===== src/rtl/switch_event_pkg.sv =====
// Shared types and board defaults for the switch event decoder.
// State encoding plus cycle counts for the 25 MHz board clock.
package switch_event_pkg;

  typedef enum logic [2:0] {
    IDLE      = 3'd0,
    HELD      = 3'd1,
    LONG_HELD = 3'd2,
    GAP       = 3'd3,
    HELD2     = 3'd4
  } state_e;

  localparam int CNT_W_DEF  = 24;
  localparam int LONG_DEF   = 12_500_000;
  localparam int DOUBLE_DEF = 6_250_000;
  localparam int REPEAT_DEF = 2_500_000;

endpackage


===== src/rtl/switch_edge_detect.sv =====
// Rise/fall detector on an already-synchronous level.
// Edges are combinational against the previous-level register.
module switch_edge_detect (
  input  logic clk,
  input  logic rst,
  input  logic level,
  output logic rise,
  output logic fall
);

  logic prev_q;

  always_ff @(posedge clk or posedge rst) begin
    if (rst) prev_q <= 1'b0;
    else     prev_q <= level;
  end

  assign rise = level & ~prev_q;
  assign fall = ~level & prev_q;

endmodule


===== src/rtl/switch_event_decoder.sv =====
// Classifies debounced switch activity into one-cycle event pulses:
// press, release, short click, double click, long press, auto-repeat.
import switch_event_pkg::*;

module switch_event_decoder #(
  parameter int COUNTER_WIDTH = CNT_W_DEF,
  parameter int LONG_CYCLES   = LONG_DEF,
  parameter int DOUBLE_CYCLES = DOUBLE_DEF,
  parameter int REPEAT_CYCLES = REPEAT_DEF
) (
  input  logic clk,
  input  logic rst,
  input  logic i_Switch,
  output logic o_Press,
  output logic o_Release,
  output logic o_Short,
  output logic o_Double,
  output logic o_Long,
  output logic o_Repeat
);

  if (LONG_CYCLES < 2 || (LONG_CYCLES >> COUNTER_WIDTH) != 0) begin : g_bad_long
    $error("LONG_CYCLES out of range");
  end
  if (DOUBLE_CYCLES < 2 || (DOUBLE_CYCLES >> COUNTER_WIDTH) != 0) begin : g_bad_dbl
    $error("DOUBLE_CYCLES out of range");
  end
  if (REPEAT_CYCLES < 2 || (REPEAT_CYCLES >> COUNTER_WIDTH) != 0) begin : g_bad_rep
    $error("REPEAT_CYCLES out of range");
  end

  localparam logic [COUNTER_WIDTH-1:0] LONG_M1 =
    COUNTER_WIDTH'(LONG_CYCLES - 1);
  localparam logic [COUNTER_WIDTH-1:0] DBL_M1 =
    COUNTER_WIDTH'(DOUBLE_CYCLES - 1);
  localparam logic [COUNTER_WIDTH-1:0] REP_M1 =
    COUNTER_WIDTH'(REPEAT_CYCLES - 1);

  logic rise, fall;

  switch_edge_detect u_edge (
    .clk   (clk),
    .rst   (rst),
    .level (i_Switch),
    .rise  (rise),
    .fall  (fall)
  );

  state_e                   state_q;
  logic [COUNTER_WIDTH-1:0] cnt_q;
  logic press_q, release_q, short_q;
  logic double_q, long_q, repeat_q;

  // Edges take priority over timer expiry in every state.
  always_ff @(posedge clk or posedge rst) begin
    if (rst) begin
      state_q   <= IDLE;
      cnt_q     <= '0;
      press_q   <= 1'b0;
      release_q <= 1'b0;
      short_q   <= 1'b0;
      double_q  <= 1'b0;
      long_q    <= 1'b0;
      repeat_q  <= 1'b0;
    end else begin
      press_q   <= 1'b0;
      release_q <= 1'b0;
      short_q   <= 1'b0;
      double_q  <= 1'b0;
      long_q    <= 1'b0;
      repeat_q  <= 1'b0;
      unique case (state_q)
        IDLE: begin
          cnt_q <= '0;
          if (rise) begin
            state_q <= HELD;
            press_q <= 1'b1;
          end
        end
        HELD: begin
          if (fall) begin
            state_q   <= GAP;
            cnt_q     <= '0;
            release_q <= 1'b1;
          end else if (cnt_q == LONG_M1) begin
            state_q <= LONG_HELD;
            cnt_q   <= '0;
            long_q  <= 1'b1;
          end else begin
            cnt_q <= cnt_q + 1'b1;
          end
        end
        LONG_HELD: begin
          if (fall) begin
            state_q   <= IDLE;
            cnt_q     <= '0;
            release_q <= 1'b1;
          end else if (cnt_q == REP_M1) begin
            cnt_q    <= '0;
            repeat_q <= 1'b1;
          end else begin
            cnt_q <= cnt_q + 1'b1;
          end
        end
        GAP: begin
          if (rise) begin
            state_q  <= HELD2;
            cnt_q    <= '0;
            press_q  <= 1'b1;
            double_q <= 1'b1;
          end else if (cnt_q == DBL_M1) begin
            state_q <= IDLE;
            cnt_q   <= '0;
            short_q <= 1'b1;
          end else begin
            cnt_q <= cnt_q + 1'b1;
          end
        end
        HELD2: begin
          if (fall) begin
            state_q   <= IDLE;
            cnt_q     <= '0;
            release_q <= 1'b1;
          end
        end
        default: begin
          state_q <= IDLE;
          cnt_q   <= '0;
        end
      endcase
    end
  end

  assign o_Press   = press_q;
  assign o_Release = release_q;
  assign o_Short   = short_q;
  assign o_Double  = double_q;
  assign o_Long    = long_q;
  assign o_Repeat  = repeat_q;

endmodule

===== config.mk =====
export PLATFORM = sky130hd
export DESIGN_NAME = switch_event_decoder
export DESIGN_NICKNAME = d
export VERILOG_FILES = /design/src/rtl/switch_event_pkg.sv /design/src/rtl/switch_edge_detect.sv /design/src/rtl/switch_event_decoder.sv
export SDC_FILE = /design/constraint.sdc
export NUM_CORES = 1
export LEC_CHECK = 0
export CAP_MARGIN = 20
export CORE_ASPECT_RATIO = 2
export CORE_MARGIN = 4
export CORE_UTILIZATION = 30
export DETAILED_ROUTE_END_ITERATION = 10
export RECOVER_POWER = 100
export SLEW_MARGIN = 20
export SYNTH_ARGS = -nofsm -noshare
export SYNTH_HDL_FRONTEND = slang
export SYNTH_SLANG_ARGS = --single-unit

===== constraint.sdc =====
create_clock -name clk -period 2.2 [get_ports clk]
set_clock_uncertainty 0.15 [all_clocks]
set_input_delay 0.22 -clock clk [delete_from_list [all_inputs] [get_ports clk]]
set_output_delay 0.22 -clock clk [all_outputs]
set_load 0.005 [all_outputs]

==> flow_metrics.env, run 1 <==
export IMPL_synth_seq_area_share=0.4610
export IMPL_numCtsBuffers=5
export IMPL_slew_headroom=0.4149
export IMPL_io_pins=9
export IMPL_nets=246
export IMPL_path_cells="nand2_1, or4b_4, o31a_1, nor4_4, buf_12, o22ai_1"
export IMPL_synthMuxAreaShare=0.01085
export IMPL_area_growth_pct=34.37
export IMPL_dp_cells=293
export IMPL_leakage_nw=1.044
export IMPL_synthesis_area_mm2=0.001846
export IMPL_tritoncts="yes"
export IMPL_critPathSlowestCell="or4b_4"
export IMPL_synth_net_count=195
export IMPL_wire_per_inst_um=16.57
export IMPL_die_w_um=63.46
export IMPL_cts_sinks=34
export IMPL_setup_slack_ps=31.73
export IMPL_grt_max_degree=35
export IMPL_first_global_vias=1660
export IMPL_diodes=0
export IMPL_vias=1666
export IMPL_synthCells=191
export IMPL_ctsRootBufferMaster="clkbuf_16"
export IMPL_path_clk_slew_ps=50
export IMPL_finalCriticalPeriod_ps=2168
export IMPL_place_ws_ps=-80.79
export IMPL_final_cells=306
export IMPL_slew_violations=0
export IMPL_crit_arrival_ps=2170
export IMPL_clk_latency_ps=280
export IMPL_htree_levels=2
export IMPL_ys_ff_latch=34
export IMPL_rsz0062_at_grt="yes"
export IMPL_synth_ff_type="dfrtp_1"
export IMPL_synth_compound_area_frac=0.08339
export IMPL_dp_hpwl_um=3735
export IMPL_drt_iter0_drc=118
export IMPL_start_kind="register"
export IMPL_place_gp_congestion=0.8708
export IMPL_critPathKind="reg2reg"
export IMPL_clock_fmax_mhz=461.2
export IMPL_setup_violations=0
export IMPL_avgSynthCellArea_um2=9.662
export IMPL_period_share=0.9856
export IMPL_viasPerCell=5.444
export IMPL_run_status="completed"
export IMPL_synth_edf_count=0
export IMPL_dr_pass1_iters=4
export IMPL_grt_pass1_wl_um=7969
export IMPL_worst_slew_pin_slew_ps=877.7
export IMPL_ant_nets=0
export IMPL_row_count=40
export IMPL_multi_input_area_um2=974.7
export IMPL_cp_max_fo=21
export IMPL_die_h_um=118.9
export IMPL_nFillCells=598
export IMPL_synth_adder_area_share=0.006780
export IMPL_synth_top_family_by_area="simple AND/OR/NAND/NOR gates"
export IMPL_cts_path_max_buffers=2
export IMPL_wl_um=5071
export IMPL_synth_xor_area_frac=0.08068
export IMPL_drc=0
export IMPL_die_area_mm2=0.007547
export IMPL_port_buffers=8
export IMPL_grt_usage=0.1424
export IMPL_power_density_mw_per_mm2=756.6
export IMPL_hold_viol_final=0
export IMPL_end_kind="register"
export IMPL_grt_overflow_total=0
export IMPL_crit_required_ps=2210
export IMPL_irDropWorstVdd_uv=313.0
export IMPL_critPathMaxStageDelay_ps=510
export IMPL_synth_simple_gate_area_frac=0.3288
export IMPL_yosysUniqueCellTypes=37
export IMPL_cap_violations=0
export IMPL_yosysWarnings=0
export IMPL_drive_above_1_share=0.2510
export IMPL_start_util=0.3073
export IMPL_async_flop_share=1.000
export IMPL_hold_class="reg2reg"
export IMPL_coreArea_mm2=0.006006
export IMPL_antenna_found_initial=0
export IMPL_seq_area_um2=850.8
registers in the layout, summed over array words and instances, names as in the netlist:
register       count
o_Double           1
o_Release          1
o_Short            1
o_Repeat           1
o_Press            1
cnt_q             24
u_edge.prev_q      1
o_Long             1
state_q            3
through the flow:
| stage | instance area [um2] | hold WS [ps] | utilization | power [mW] | setup TNS [ps] |
|---|---|---|---|---|---|
| after global placement | 2276 | 360.8 | 0.3790 | 1.174 | -84.12 |
| after CTS | 2439 | 199.6 | 0.4060 | 1.897 | 0 |
| final | 2480 | 360.5 | 0.4129 | 1.876 | 0 |
| after detailed placement | 2276 | 364.3 | 0.3790 | 1.174 | -178.8 |
| after floorplan | 1846 | 101.4 | - | 0.9878 | 0 |
| after global routing | 2480 | 414.3 | 0.4129 | 1.982 | -952.6 |
cell type report:
class	instances	share of cell area
multi-input combinational	145	0.3930
sequential	34	0.3431
timing repair buffer	53	0.1680
clock buffer	7	0.05752
tap	63	0.03179
inverter	3	0.004541
clock inverter	1	0.002018
layer usage:
layer / vias up / global-route usage / wire, um
li1: 803 / - / -
met1: 802 / 0.1293 / 1738
met2: 44 / 0.2659 / 2931
met3: 17 / 0.03208 / 148
met4: 0 / 0.1015 / 252
met5: - / 0 / 0
cells by family after synthesis:
kind of cell,count (synthesis)
AO/OA/AOI/OAI,20
XOR/XNOR,17
buffers and inverters,12
multiplexers,2
flip-flops,34
AND/OR/NAND/NOR,105
adder cells (fa/ha/maj),1
power by group:
part	internal, mW	total [mW]	switching [mW]
Combinational	0.217	0.467	0.251
Clock	0.448	0.702	0.254
Sequential	0.665	0.707	0.0423
Total	1.33	1.88	0.547
critical path: cells and delay by family, from the launching register on:
| kind | cells | cell delay [ps] |
|---|---|---|
| AO/OA/AOI/OAI | 2 | 390 |
| flip-flops | 1 | 390 |
| buffers and inverters | 1 | 200 |
| AND/OR/NAND/NOR | 3 | 920 |
placed cells by master, fill, tap and decap left out, types with 4 or more instances in the layout:
| cell | netlist | routed |
|---|---|---|
| buf_4 | 2 | 39 |
| dfrtp_1 | 34 | 34 |
| nor2_1 | 18 | 18 |
| nand2_1 | 17 | 17 |
| nand3_1 | 11 | 11 |
| nor4_1 | 9 | 9 |
| xor2_1 | 9 | 9 |
| nand4_1 | 8 | 8 |
| nor3_1 | 8 | 8 |
| xnor2_1 | 8 | 8 |
| dlygate4sd3_1 | 0 | 8 |
| clkbuf_16 | 0 | 5 |
| nand2b_1 | 4 | 4 |
| nor2b_1 | 4 | 4 |
| clkbuf_1 | 7 | 4 |
final timing paths:
path / to / cells after the start / from / slack [ps]
max: cnt_q[2] / 6 / cnt_q[11] / 30
min in group asynchronous: cnt_q[9] / 3 / rst / 490
max in group asynchronous: cnt_q[2] / 3 / rst / 860
min: o_Press / 1 / state_q[2] / 360
min reg2reg: o_Press / 1 / state_q[2] / 360
max reg2reg: cnt_q[2] / 6 / cnt_q[11] / 30
what timing repair did:
action                                  in CTS  in global routing
endpoints found under the setup margin       8                 26
pin swaps                                    3                  2
gates resized for setup                      0                  8
endpoints found under the hold margin        0                  0
buffers inserted                             2                  3
hold buffers                                 0                  0
cells in the mapped netlist, types with 3 or more instances:
| cell | n | area, um2 |
|---|---|---|
| and4_1 | 3 | 26.28 |
| and3_1 | 4 | 25.02 |
| nor3_1 | 8 | 40.04 |
| nor2_1 | 18 | 67.56 |
| xor2_1 | 9 | 78.83 |
| xnor2_1 | 8 | 70.07 |
| nor4bb_1 | 4 | 40.04 |
| o22ai_1 | 3 | 18.77 |
| nand3_1 | 11 | 55.05 |
| nand4_1 | 8 | 50.05 |
| and2_1 | 3 | 18.77 |
| nor2b_1 | 4 | 25.02 |
| nand2b_1 | 4 | 25.02 |
| inv_1 | 3 | 11.26 |
| o41ai_1 | 3 | 26.28 |
| or2_2 | 3 | 18.77 |
| nor4b_1 | 3 | 26.28 |
| nand2_1 | 17 | 63.81 |
| dfrtp_1 | 34 | 850.8 |
| nor4_1 | 9 | 56.30 |
| o21ai_0 | 4 | 20.02 |
| clkbuf_1 | 7 | 26.28 |
Power figures use the tool's default switching activity.
==> inputs of run 2 (changes only) <==
--- a/config.mk
+++ b/config.mk
@@ -10,6 +10,7 @@
 export CORE_MARGIN = 4
 export CORE_UTILIZATION = 30
 export DETAILED_ROUTE_END_ITERATION = 10
+export GPL_TIMING_DRIVEN = 0
 export RECOVER_POWER = 100
 export SLEW_MARGIN = 20
 export SYNTH_ARGS = -nofsm -noshare
==> run 2 against run 1 <==
Compared with the run above: clock-buffer cell count shrank 2; sequential cell count is the same; global-route usage grew 0.14 points; critical path type unchanged; sequential share of layout area shrank 2.1 points; worst setup slack lost 140 ps; first-iteration DRC count shrank 34%; largest cell class unchanged; die area is the same; critical path depth grew 1; total power grew 16%; cell count shrank 0.65%; the run now ends with negative setup slack left.
==> flow_metrics.env, run 2 (synthesis gave the netlist of run 1 again) <==
export IMPL_ant_nets=0
export IMPL_grt_overflow_total=0
export IMPL_run_status="finished with violations"
export IMPL_hold_viol_final=0
export IMPL_cap_violations=0
export IMPL_grt_use_met2=0.2711
export IMPL_port_buffers=8
export IMPL_crit_arrival_ps=2310
export IMPL_cts_sinks=34
export IMPL_clock_fmax_mhz=432.6
export IMPL_irDropWorstVdd_uv=331.3
export IMPL_vias=1690
export IMPL_clk_latency_ps=280
export IMPL_finalCriticalPeriod_ps=2312
export IMPL_grt_pass1_wl_um=8183
export IMPL_gr_max_usage_layer="met2"
export IMPL_cp_common_cell="buf_6"
export IMPL_rsz0062_at_grt="yes"
export IMPL_critPathBufInv=2
export IMPL_coreArea_mm2=0.006006
export IMPL_critPathMaxStageDelay_ps=440
export IMPL_leakage_nw=1.041
export IMPL_critPathSlowestCell="dfrtp_2"
export IMPL_grt_usage=0.1438
export IMPL_drc=0
export IMPL_largest_register="cnt_q"
export IMPL_first_global_vias=1725
export IMPL_crit_required_ps=2200
export IMPL_path_clk_slew_ps=50
export IMPL_tritoncts="yes"
export IMPL_fin_setup_tns_ps=-1869
export IMPL_antenna_found_initial=0
export IMPL_area_growth_pct=44.81
export IMPL_largest_registers="cnt_q (24), state_q (3)"
export IMPL_viasPerCell=5.559
export IMPL_wire_per_inst_um=17.25
export IMPL_io_pins=9
export IMPL_post_route_util=0.4450
export IMPL_dp_hpwl_um=3208
export IMPL_setup_slack_ps=-111.7
export IMPL_dr_pass1_iters=4
export IMPL_numCtsBuffers=5
export IMPL_setup_violations=25
export IMPL_cp_max_fo=6
export IMPL_period_share=1.051
export IMPL_hold_class="reg2reg"
export IMPL_drive_above_1_share=0.3734
export IMPL_ctsRootBufferMaster="clkbuf_16"
export IMPL_layout_common_cells="30 x buf_4, 27 x dfrtp_1, 15 x nand2_1, 11 x nand3_1, 10 x nor2_1"
export IMPL_slew_headroom=0.1207
export IMPL_nets=244
export IMPL_slew_violations=0
export IMPL_diodes=0
export IMPL_place_gp_congestion=0.8119
export IMPL_die_area_mm2=0.007547
export IMPL_path_cells="nor4bb_1, nand4_1, o31a_1, nor4_4, buf_6, buf_6, o32ai_2"
export IMPL_largest_reg_flops=24
export IMPL_start_util=0.3073
export IMPL_worst_slew_pin_slew_ps=1317
export IMPL_grt_max_degree=35
export IMPL_cts_path_max_buffers=2
export IMPL_power_density_mw_per_mm2=813.3
export IMPL_critPathKind="reg2reg"
export IMPL_drt_iter0_drc=78
export IMPL_met1_usage=0.1216
export IMPL_critical_path_top_delay_family="simple AND/OR/NAND/NOR gates"
export IMPL_violations="negative setup slack"
export IMPL_final_common_cell="buf_4"
export IMPL_wl_um=5244
export IMPL_end_kind="register"
export IMPL_die_h_um=118.9
export IMPL_start_kind="register"
export IMPL_htree_levels=2
export IMPL_grt_use_met3=0.03585
export IMPL_die_w_um=63.46
export IMPL_row_count=40
## run 2: cell types whose count changed in the layout (fill, tap and decap cells not counted), sizes merged
cell    before  now
clkbuf      12    9
buf         40   39
bufinv       0    1
clkinv       1    2
## run 2: stage by stage
stage               setup slack (ps)  hold slack, ps  std cells  power, mW  area, um2
floorplan                      30.24           101.4        191     0.9878       1846
global placement              -445.4           366.5        262      1.091       2004
detailed placement            -413.2           373.6        262      1.098       2012
CTS                           -83.54           258.3        299      2.105       2505
global route                  -243.6           437.9        304      2.265       2673
finish                        -111.7           406.8        304      2.174       2673
## run 2: area by class of cell
class / instances / area (um2)
fill: 550 / 3333
multi-input combinational: 145 / 1127
sequential: 34 / 859.6
timing repair buffer: 45 / 392.9
clock buffer: 5 / 125.1
tap: 63 / 78.83
clock inverter: 3 / 40.04
buffer: 6 / 37.54
inverter: 3 / 11.26
## run 2: final timing paths
path	from	to	slack, ps	cells past startpoint
worst min register to register	cnt_q[18]	cnt_q[18]	410	2
worst min-delay path	cnt_q[18]	cnt_q[18]	410	2
min in group asynchronous	rst	cnt_q[8]	600	2
max in group asynchronous	rst	cnt_q[21]	420	2
worst max register to register	cnt_q[16]	cnt_q[5]	-110	7
worst max-delay path	cnt_q[16]	cnt_q[5]	-110	7
## run 2: worst register-to-register path, delay by kind of cell (launching register included)
| family | cells | cell delay, ps |
|---|---|---|
| flip-flops | 1 | 440 |
| buffers and inverters | 2 | 320 |
| AO/OA/AOI/OAI | 2 | 490 |
| AND/OR/NAND/NOR | 3 | 790 |
## run 2: per-layer routing
layer / vias to the layer above / share of wire
met5: - / 0
met1: 822 / 0.34
met2: 46 / 0.56
met4: 0 / 0.073
met3: 23 / 0.031
li1: 799 / -
## run 2: repair_timing
item                       4_1_cts  5_1_grt
hold buffers                     0        0
setup endpoints to repair       26       27
gates cloned                     2        0
pin swaps                       14        8
buffers inserted                29        6
gates resized for setup         27       28
## run 2: power breakdown
| group | internal, mW | leakage (nW) | switching (mW) |
|---|---|---|---|
| logic | 0.314 | 0.500 | 0.351 |
| registers | 0.666 | 0.457 | 0.0540 |
| clock network | 0.529 | 0.0836 | 0.260 |
| total | 1.51 | 1.04 | 0.665 |
